File: config.mk
export PLATFORM = sky130hd
export DESIGN_NAME = sipo_deframer_flat
export DESIGN_NICKNAME = d
export VERILOG_FILES = /design/src/rtl/sipo_deframer_if.sv /design/src/rtl/sipo_deframer.sv /design/src/flat_wrapper.sv
export SDC_FILE = /design/constraint.sdc
export NUM_CORES = 1
export LEC_CHECK = 0
export CAP_MARGIN = 40
export CORE_UTILIZATION = 40
export CTS_CLUSTER_DIAMETER = 30
export DETAILED_ROUTE_END_ITERATION = 12
export DONT_BUFFER_PORTS = 1
export GPL_TIMING_DRIVEN = 0
export SYNTH_ARGS = -nofsm -noshare
export SYNTH_HDL_FRONTEND = slang
export SYNTH_SLANG_ARGS = --single-unit
export TNS_END_PERCENT = 10
File: constraint.sdc
create_clock -name clk -period 1.4 [get_ports clk]
set_clock_uncertainty 0.05 [all_clocks]
set_input_delay 0.28 -clock clk [delete_from_list [all_inputs] [get_ports clk]]
set_output_delay 0.28 -clock clk [all_outputs]
set_load 0.05 [all_outputs]
File: src/rtl/sipo_deframer_if.sv
// Parallel output bus of the SIPO deframer: completed word, its parity status and the
// valid/ready handshake. The deframer drives it through the master modport.
interface sipo_deframer_if #(
   parameter int unsigned WIDTH = 4
);
   logic [WIDTH-1:0] dout;
   logic             dout_valid;
   logic             dout_ready;
   logic             parity_err;

   modport master (
      output dout,
      output dout_valid,
      output parity_err,
      input  dout_ready
   );

   modport slave (
      input  dout,
      input  dout_valid,
      input  parity_err,
      output dout_ready
   );
endinterface

File: src/rtl/sipo_deframer.sv
// Serial-in/parallel-out deframer. Shifts in one bit per enabled clock (MSB first),
// hands each completed word to a one-word holding register with a valid/ready handshake,
// and raises a sticky overflow when a completed word finds the holding register full.
// Optional feature macro: PARITY_CHECK_EN -- frames carry a trailing even-parity bit and
// parity_err reports the check result alongside each delivered word.
module sipo_deframer #(
   parameter int unsigned WIDTH = 4
) (
   input  logic                         clk,
   input  logic                         clr_n,
   input  logic                         din,
   input  logic                         din_en,
   input  logic                         flush,
   input  logic                         ovf_clr,
   output logic                         overflow,
   output logic [$clog2(WIDTH+1)-1:0]   bit_cnt,
   sipo_deframer_if.master              dbus
);

   localparam int unsigned CW = $clog2(WIDTH + 1);

`ifdef PARITY_CHECK_EN
   localparam int unsigned FL = WIDTH + 1;
`else
   localparam int unsigned FL = WIDTH;
`endif

   // The shift register keeps only the bits that still feed the next word: without parity
   // the final data bit goes straight from din into the word, so WIDTH-1 bits suffice.
   localparam int unsigned SW = FL - 1;

   typedef enum logic {StEmpty, StFull} hold_state_e;

   hold_state_e        state_q, state_d;
   logic [SW-1:0]      shreg_q, shreg_d;
   logic [CW-1:0]      cnt_q, cnt_d;
   logic [WIDTH-1:0]   dout_q, dout_d;
   logic               perr_q, perr_d;
   logic               ovf_q, ovf_d;

   logic               sample;
   logic               last;
   logic               complete;
   logic               consume;
   logic               drop;
   logic [WIDTH-1:0]   new_word;
   logic               new_perr;

   // Framing: shift register and bit counter next state, plus the word being completed.
   always_comb begin
      sample   = din_en & ~flush;
      last     = (cnt_q == CW'(FL - 1));
      complete = sample & last;
      shreg_d  = shreg_q;
      cnt_d    = cnt_q;
      if (flush) begin
         shreg_d = '0;
         cnt_d   = '0;
      end else if (din_en) begin
`ifdef PARITY_CHECK_EN
         // The parity bit is not data; keep the assembled word in place.
         if (!last) begin
            shreg_d = SW'({shreg_q, din});
         end
`else
         shreg_d = SW'({shreg_q, din});
`endif
         cnt_d = last ? '0 : cnt_q + CW'(1);
      end
`ifdef PARITY_CHECK_EN
      new_word = shreg_q;
      new_perr = (^shreg_q) ^ din;
`else
      new_word = {shreg_q, din};
      new_perr = 1'b0;
`endif
   end

   // Holding register: load on completion when empty or being consumed, otherwise drop.
   always_comb begin
      state_d = state_q;
      dout_d  = dout_q;
      perr_d  = perr_q;
      drop    = 1'b0;
      consume = (state_q == StFull) & dbus.dout_ready;
      unique case (state_q)
         StEmpty: begin
            if (complete) begin
               state_d = StFull;
               dout_d  = new_word;
               perr_d  = new_perr;
            end
         end
         StFull: begin
            if (complete) begin
               if (consume) begin
                  dout_d = new_word;
                  perr_d = new_perr;
               end else begin
                  drop = 1'b1;
               end
            end else if (consume) begin
               state_d = StEmpty;
            end
         end
         default: state_d = StEmpty;
      endcase
      // A drop on the same edge as a clear leaves the flag set.
      if (drop) begin
         ovf_d = 1'b1;
      end else if (ovf_clr) begin
         ovf_d = 1'b0;
      end else begin
         ovf_d = ovf_q;
      end
   end

   // State registers with asynchronous clear.
   always_ff @(posedge clk or negedge clr_n) begin
      if (!clr_n) begin
         state_q <= StEmpty;
         shreg_q <= '0;
         cnt_q   <= '0;
         dout_q  <= '0;
         perr_q  <= 1'b0;
         ovf_q   <= 1'b0;
      end else begin
         state_q <= state_d;
         shreg_q <= shreg_d;
         cnt_q   <= cnt_d;
         dout_q  <= dout_d;
         perr_q  <= perr_d;
         ovf_q   <= ovf_d;
      end
   end

   assign dbus.dout       = dout_q;
   assign dbus.dout_valid = (state_q == StFull);
   assign dbus.parity_err = perr_q;
   assign overflow        = ovf_q;
   assign bit_cnt         = cnt_q;

endmodule
File: src/flat_wrapper.sv
// flat-port wrapper written by rule: the top's interface ports become plain ports
module sipo_deframer_flat 
#(
   parameter int unsigned WIDTH = 4
)
  (clk, clr_n, din, din_en, flush, ovf_clr, overflow, bit_cnt, dbus_dout, dbus_dout_valid, dbus_parity_err, dbus_dout_ready);
  sipo_deframer_if #(.WIDTH(WIDTH)) dbus_i ();
  input  logic clk;
  input  logic clr_n;
  input  logic din;
  input  logic din_en;
  input  logic flush;
  input  logic ovf_clr;
  output logic overflow;
  output logic [$clog2(WIDTH+1)-1:0] bit_cnt;
  output wire logic [$bits(dbus_i.dout)-1:0] dbus_dout;
  output wire logic [$bits(dbus_i.dout_valid)-1:0] dbus_dout_valid;
  output wire logic [$bits(dbus_i.parity_err)-1:0] dbus_parity_err;
  input wire logic [$bits(dbus_i.dout_ready)-1:0] dbus_dout_ready;
  assign dbus_dout = dbus_i.dout;
  assign dbus_dout_valid = dbus_i.dout_valid;
  assign dbus_parity_err = dbus_i.parity_err;
  assign dbus_i.dout_ready = dbus_dout_ready;
  sipo_deframer #(.WIDTH(WIDTH)) u_core (.clk(clk), .clr_n(clr_n), .din(din), .din_en(din_en), .flush(flush), .ovf_clr(ovf_clr), .overflow(overflow), .bit_cnt(bit_cnt), .dbus(dbus_i));
endmodule
## Yosys cells after proc, flatten, opt, wreduce, memory -nomap -nowiden

Cells that the tools add are included.

| cells by class | value |
|---|---|
| $add $sub $neg | 1 |
| equal/unequal tests | 4 |
| muxes and demuxes | 21 |
| bitwise logic cells | 5 |
| reduce and logical (&&, ||, !) cells | 3 |

Operators by type and width:

| operator | count |
|---|---|
| 3-bit two-way mux | 5 |
| 4-bit two-way mux | 3 |
| 1-bit two-way mux | 10 |
| 4-bit case mux with 2 select lines | 1 |
| 2-bit inequality test, second input constant | 2 |
| 1-bit case mux with 2 select lines | 2 |
| 2-bit nonzero test | 2 |
| 3-bit by 1-bit adder with 3-bit output, second input constant | 1 |
| 1-bit AND | 3 |
| 3-bit by 2-bit equality test with 1-bit output, second input constant | 1 |
| 3-bit AND reduction | 1 |
| 2-bit by 1-bit inequality test with 1-bit output, second input constant | 1 |
| 1-bit NOT | 2 |

| word-level totals | value |
|---|---|
| flip-flop bits (word level) | 13 |
| input port bits | 7 |
| output and inout port bits | 10 |
| logic and storage cells | 40 |

## Logic depth before layout (Yosys ltp)

Gate-level depths: netlist (run 1).

| logic depth | value |
|---|---|
| depth after elaboration | 6 |
| gate-level depth with buffers | 4 |
| gate-level depth less buffers | 4 |

## Least setup slack after synthesis (run 1)

OpenSTA, ideal clock, no wires.

| timing path | value |
|---|---|
| kind | register -> register |
| from | register u_core.cnt_q[0], in the netlist u_core.bit_cnt[0] |
| to | register u_core.dout_q[0], in the netlist u_core.dbus.dout[0] |
| library setup time | 125 ps |
| data arrival time | 1536 ps |
| data required time | 1225 ps |
| setup slack | -311 ps |
| cell stages (with the launch flop) | 5 |
| path buffers | 0 |
| period minus slack after synthesis | 1711 ps |
| cell sequence | dfrtp_1 -> ha_1 -> nand4bb_4 -> nand2b_4 -> mux2_4 |

| between the ends | value |
|---|---|
| word-level cells in the longest chain between the ends | 4 |
| elaborated cells between the ends (all ways) | 5 |
| classes of those cells | eq/ne: 3; bitwise: 1; reduce/logical: 1 |

RTL lines:

| element | RTL line | text |
|---|---|---|
| start: declaration | sipo_deframer.sv:36 | `logic [CW-1:0] cnt_q, cnt_d;` |
| start signal: assignment | sipo_deframer.sv:130 | `cnt_q <= cnt_d;` |
| 3-bit by 2-bit equality test with 1-bit output * | sipo_deframer.sv:52 | `last = (cnt_q == CW'(FL - 1));` |
| 1-bit AND * | sipo_deframer.sv:53 | `complete = sample & last;` |
| 2-bit inequality test (no source line) or 2-bit by 1-bit inequality test with 1-bit output (tied branches) | n/a |  |
| 3-bit AND reduction (no source line) * | n/a |  |
| end signal: assignment | sipo_deframer.sv:131 | `dout_q <= dout_d;` |
| end: declaration | sipo_deframer.sv:37 | `logic [WIDTH-1:0] dout_q, dout_d;` |

Every way passes the cells marked *; elsewhere a longest branch is shown, timed or not.
A chain may end at the register's enable or synchronous reset.

## Worst setup path in the final report (run 1)

| timing path | value |
|---|---|
| from | register u_core.cnt_q[1], in the netlist u_core.bit_cnt[1] |
| to | register u_core.dout_q[0], in the netlist u_core.dbus.dout[0] |

The elaborated chain is that of the path after synthesis.

==> results.toml, run 1 <==
[cts]
clockRootBuffer = "clkbuf_4"
htreeDepth = 1
numCtsBuffers = 3
path_clk_slew_ns = 0.08
clock_latency_ns = 0.26
cts.path.max_buffers = 2
clock_sinks = 12
cts_tree = "built"

[pwr]
pwr-share-seq_pct = 56.0
power.switching_uw = 191.3
power.density_nw_per_um2 = 1142
clkPwrFrac_pct = 36.0
p_leak_nw = 0.3107
p_comb_share_pct = 8.1
internal_power_uw = 548.5
switching_share_pct = 25.86
ir_worst_vdd_mv = 0.5756

[floorplan]
ios = 17
die-width_um = 39.06
die_y_um = 39.06
fp.coreArea_um2 = 1186
start_util_pct = 46.31
rows = 12
die_area_um2 = 1525

[logic_synthesis]
synth_top_area_share_pct = 54.67
synthFlopType = "dfrtp_1"
syn-instance-count = 41
yosysTopAreaCell = "dfrtp_1"
synthDistinctLibCells = 18
syn_avg_cell_area_um2 = 13.40
ys_seq_elements = 12
yosysMostFrequentCell = "dfrtp_1"
syn_nets = 49
yosys_warnings = 0
synth_area_um2 = 549.3
synth_edf_count = 0
yosys-top-cells-count = "dfrtp_1 (12), mux2_4 (4), mux2i_1 (3), nand2b_1 (3), nor2_1 (3)"
synth_area_leaders = "dfrtp_1 (55%), mux2_4 (11%), mux2i_1 (5.5%), nand4bb_4 (5.0%), nand2b_1 (3.4%)"
async_flop_share_pct = 100.0
seq_area_frac_synth_pct = 54.67

[timing]
slew_headroom_pct = 64.65
whs_ns = 0.01891
min_period_ns = 1.539
setup_viol = 4
hold_viol = 0
rsz0062_at_grt = "yes"
min_period_over_period_pct = 110.0
worst_pin_slew_ns = 0.5285
max_freq_mhz = 649.6
finalWorstSetupSlack_ns = -0.1394
slew_viol_final = 0

[placement]
numPortBuffers = 0
place_ws_ns = -0.1482
gp_congestion = 0.6964

[routing]
ant_nets = 0
drt-total-wl_um = 960
drt_first_pass_iters = 4
routedWlPerCell_um = 15.48
viasPerCell = 5.323
drtIter0Drc = 7
vias = 330
drc_errors = 0

[setup_path]
end_kind = "flop"
critPathRequiredTime_ns = 1.50
critical_path_class = "reg -> reg"
crit_arrival_ns = 1.64
startpoint_type = "flop"
r2r-end = "u_core.dbus.dout[0]"
r2r_start = "u_core.bit_cnt[1]"
rrSetupSlack_ns = -0.14
ff2ff_path_depth = 4
crit_fanout = 4

[grt]
grt_pass1_vias = 348
grt_overflow_total = 0
grt_pass1_wl_mm = 1.469
grt_util_all_layers_pct = 15.32
grt_max_degree = 13
antenna_found_initial = 0

[worst_hold_path]
whs_path_depth = 1
hp-class = "in -> reg"
hold_start = "flush"
hold_end = "u_core.shreg_q[2]"

[flow_run]
drv_cap = 0

[layout]
drive_above_1_share_pct = 39.58
synthToLayoutAreaGrowth_pct = 18.00
num-nets-final = 57
antenna_cells = 0

[status]
violations = "setup timing"
outcome = "finished, violations left"
stage by stage:
| step | setup TNS, ns | total power [mW] | instances | utilization (%) | area, um2 |
|---|---|---|---|---|---|
| floorplan | -0.3501 | 0.4597 | 41 | - | 566.8 |
| global placement | -0.4714 | 0.4645 | 55 | 49.26 | 584.3 |
| detailed placement | -0.5538 | 0.4703 | 55 | 49.26 | 584.3 |
| CTS | -0.5289 | 0.7488 | 61 | 53.80 | 638.1 |
| global route | -0.6511 | 0.7862 | 62 | 54.64 | 648.1 |
| finish | -0.4987 | 0.7398 | 62 | 54.64 | 648.1 |
sequential cells by signal, summed over array words and instances, names as in the netlist:
signal	count
u_core.overflow	1
u_core.shreg_q	3
u_core.bit_cnt	3
u_core.dbus.dout	4
u_core.dbus.dout_valid	1
layout make-up:
type                       count  area, um2
fill                          96      538.0
sequential                    12      305.3
multi-input combinational     25      239.0
clock buffer                   4      36.28
timing repair buffer           3      27.53
tap                           14      17.52
buffer                         2      15.01
inverter                       2      7.507
logic make-up (layout without fill, tap and decap cells):
group,after synthesis,in the layout,synth area share [%]
DFF,12,12,54.67
and+or+nand+nor,12,12,17.54
muxes,7,7,16.40
AOI/OAI and AO/OA,4,4,4.329
buffers and inverters,4,11,4.100
adders and majority gates,1,1,2.278
other,1,1,0.6827
power by group through the flow:
stage | Sequential, mW | Combinational [mW] | Clock [mW]
after detailed placement | 0.421 | 0.0488 | 0
after global routing | 0.417 | 0.0648 | 0.305
after global placement | 0.419 | 0.0452 | 0
after floorplan | 0.417 | 0.0427 | 0
final | 0.414 | 0.0597 | 0.266
after CTS | 0.414 | 0.0577 | 0.277
how the worst max path moves through the flow:
stage	to	slack, ns	startpoint
global placement	u_core.dbus.dout[2]	-0.12	u_core.bit_cnt[1]
global route	u_core.dbus.dout[2]	-0.17	u_core.bit_cnt[1]
CTS	u_core.dbus.dout[0]	-0.14	u_core.bit_cnt[0]
finish	u_core.dbus.dout[0]	-0.14	u_core.bit_cnt[1]
detailed placement	u_core.dbus.dout[0]	-0.15	u_core.bit_cnt[1]
floorplan	u_core.dbus.dout[0]	-0.09	u_core.bit_cnt[1]
critical path, stage by stage, from the launching register on:
cell	delay, ns
dfrtp_2	0.56
ha_4	0.21
nand4bb_4	0.11
nand2b_4	0.18
mux2_4	0.31
layout by cell type, fill, tap and decap left out, types with 2 or more instances in the layout:
cell type      instances
nor2_1                 3
dfrtp_1                8
buf_4                  3
clkbuf_4               3
dlygate4sd3_1          2
nand2b_1               3
inv_1                  2
mux2i_1                3
mux2_4                 4
a21oi_1                2
dfrtp_2                4
per-layer routing:
layer	GRT usage [%]	routed length [um]	up-vias	part of all wire [%]
met3	9.249	68	0	7.1
met1	12.86	374	161	39
met4	2.586	0	0	0
met5	0	0	-	0
met2	30.00	517	16	54
li1	-	-	153	-
what timing repair did:
item | CTS | global route
buffers inserted | 1 | 0
pin swaps | 1 | 1
hold buffers | 1 | 1
hold endpoints to repair | 12 | 3
endpoints found under the setup margin | 4 | 4
gates resized for setup | 0 | 0
Note: power is estimated with default switching activity, not from simulation.
==> run 2: changes to the inputs <==
--- a/config.mk
+++ b/config.mk
@@ -8,6 +8,7 @@
 export CAP_MARGIN = 40
 export CORE_UTILIZATION = 40
 export CTS_CLUSTER_DIAMETER = 30
+export CTS_CLUSTER_SIZE = 25
 export DETAILED_ROUTE_END_ITERATION = 12
 export DONT_BUFFER_PORTS = 1
 export GPL_TIMING_DRIVEN = 0
==> results of run 2 <==
Final layout, timing and power as in run 1 (identical DEF).
==> patch, RTL diff (config.mk and constraints of run 2) <==
`dout_q` no longer has a reset.
--- a/src/rtl/sipo_deframer.sv
+++ b/src/rtl/sipo_deframer.sv
@@ -122,5 +122,4 @@
          shreg_q <= '0;
          cnt_q   <= '0;
-         dout_q  <= '0;
          perr_q  <= 1'b0;
          ovf_q   <= 1'b0;
@@ -129,8 +128,11 @@
          shreg_q <= shreg_d;
          cnt_q   <= cnt_d;
-         dout_q  <= dout_d;
          perr_q  <= perr_d;
          ovf_q   <= ovf_d;
       end
+   end
+
+   always_ff @(posedge clk) begin
+      dout_q <= dout_d;
    end
 
Function: changed (Yosys sat finds a counterexample within 10 cycles, from zero or initial values; the reset may be asserted at any time).
==> patch against run 2 <==
- the flow still finishes with violations (setup timing)
- total power fell by 3.6%
- worst setup slack got worse by 230 ps
- critical path type unchanged
- critical path depth did not move
- largest power group unchanged
- final area fell by 9.3%
- synthesized cell count fell by 9.8%
- maximum frequency fell by 13%
- area after synthesis fell by 8.9%
- wire length fell by 15%
- sequential cell count did not move
==> patch: results (changes against run 2) <==
stage,metric,value,unit,change
placement,Placement Cell Area,540.5,µm²,-7.5%
power,Reg power frac,55.7,%,-0.3 points
logic_synthesis,Adder-Cell Fraction of Synth Area,2.500,%,+0.22 points
sta,Setup TNS Final,-1535,ps,-1036 ps
final_layout,Non-Filler Instances,56,,-9.7%
placement,Setup WS pre-CTS,-350.6,ps,-202.5 ps
min_path,Min-Delay Endpoint,u_core.bit_cnt[1],,
global_routing,met3 Track Usage GR,4.167,%,-5.1 points
logic_synthesis,Synth Net Count,45,,-8.2%
sta,Worst Slack Setup Final,-367.4,ps,-227.9 ps
drt,Routed WL,814,µm,-15%
drt,DR vias/cell,5.250,,-1.4%
drt,highest routed layer,met4,,
sta,Setup-failing EPs final,6,,+2
global_routing,GR Layer Usage met2,22.37,%,-7.6 points
global_routing,GR Util All Layers,14.05,%,-1.3 points
final_layout,Filler cells,119,,+24%
final_layout,fraction of layout cells with a size suffix above 1,33.33,%,-6.3 points
logic_synthesis,post-synthesis mux area share,6.000,%,-10 points
logic_synthesis,largest cells by area after synthesis,"dfrtp_1 (40%), edfxtp_1 (24%), mux2i_1 (6.0%)",,
power,Leak,0.2504,nW,-19%
power,clock network power,0.273,mW,+3%
cts,postcts setup bufs,0,,-1
sta,WHS,4.009,ps,-14.91 ps
cts,post-CTS sizing,1,,+1
logic_synthesis,post-synthesis compound-gate area fraction,6.000,%,+1.7 points
status,status,finished with violations,,
final_layout,nets@finish,51,,-11%
critical_path,Worst EP arrival,1690,ps,+50 ps
drt,Met2 Wirelength,433,µm,-16%
logic_synthesis,Unique masters post-synth,19,,+1
critical_path,Top delay family on crit path,simple AND/OR/NAND/NOR gates,,
logic_synthesis,Post-synth EDFFs,4,,+4
logic_synthesis,post-synthesis sequential area ratio,64.00,%,+9.3 points
logic_synthesis,Syn Area/Cell,13.53,µm²,+0.97%
drt,M1 WL,342,µm,-8.6%
placement,DP Cell Count,51,,-7.3%
global_routing,largest net degree at the start of global routing,10,,-3
drt,met3 wire length,32,µm,-53%
logic_synthesis,synth cell count leaders,"dfrtp_1 (8), edfxtp_1 (4), mux2i_1 (3), nand2b_1 (3), nor2_1 (3)",,
global_routing,met1 Use GR,15.44,%,+2.6 points
status,failing checks,setup timing,,
logic_synthesis,Synth async-reset ratio,66.67,%,-33 points
placement,Placer Congestion,0.6790,,-2.5%
critical_path,worst r2r dst,u_core.dbus.dout[3],,
global_routing,first-pass GRT wire length,1283,µm,-13%
drt,initial drt markers,6,,-1
==> patch: layout make-up <==
| class | instances | share of cell area, % |
|---|---|---|
| Sequential cell | 12 | 55.11 |
| Multi-Input combinational cell | 21 | 29.57 |
| Clock buffer | 4 | 6.170 |
| Buffer | 2 | 3.191 |
| Tap cell | 14 | 2.979 |
| Timing Repair Buffer | 1 | 1.702 |
| Inverter | 2 | 1.277 |
==> patch: worst max-delay path by stage <==
stage	start	end	cells after the start
6_report	u_core.bit_cnt[0]	u_core.dbus.dout[3]	4
5_1_grt	u_core.bit_cnt[0]	u_core.dbus.dout[2]	4
4_1_cts	u_core.bit_cnt[0]	u_core.dbus.dout[2]	4
3_5_place_dp	u_core.bit_cnt[2]	u_core.dbus.dout[0]	3
3_3_place_gp	u_core.bit_cnt[2]	u_core.dbus.dout[0]	3
2_1_floorplan	u_core.bit_cnt[1]	u_core.dbus.dout[0]	4
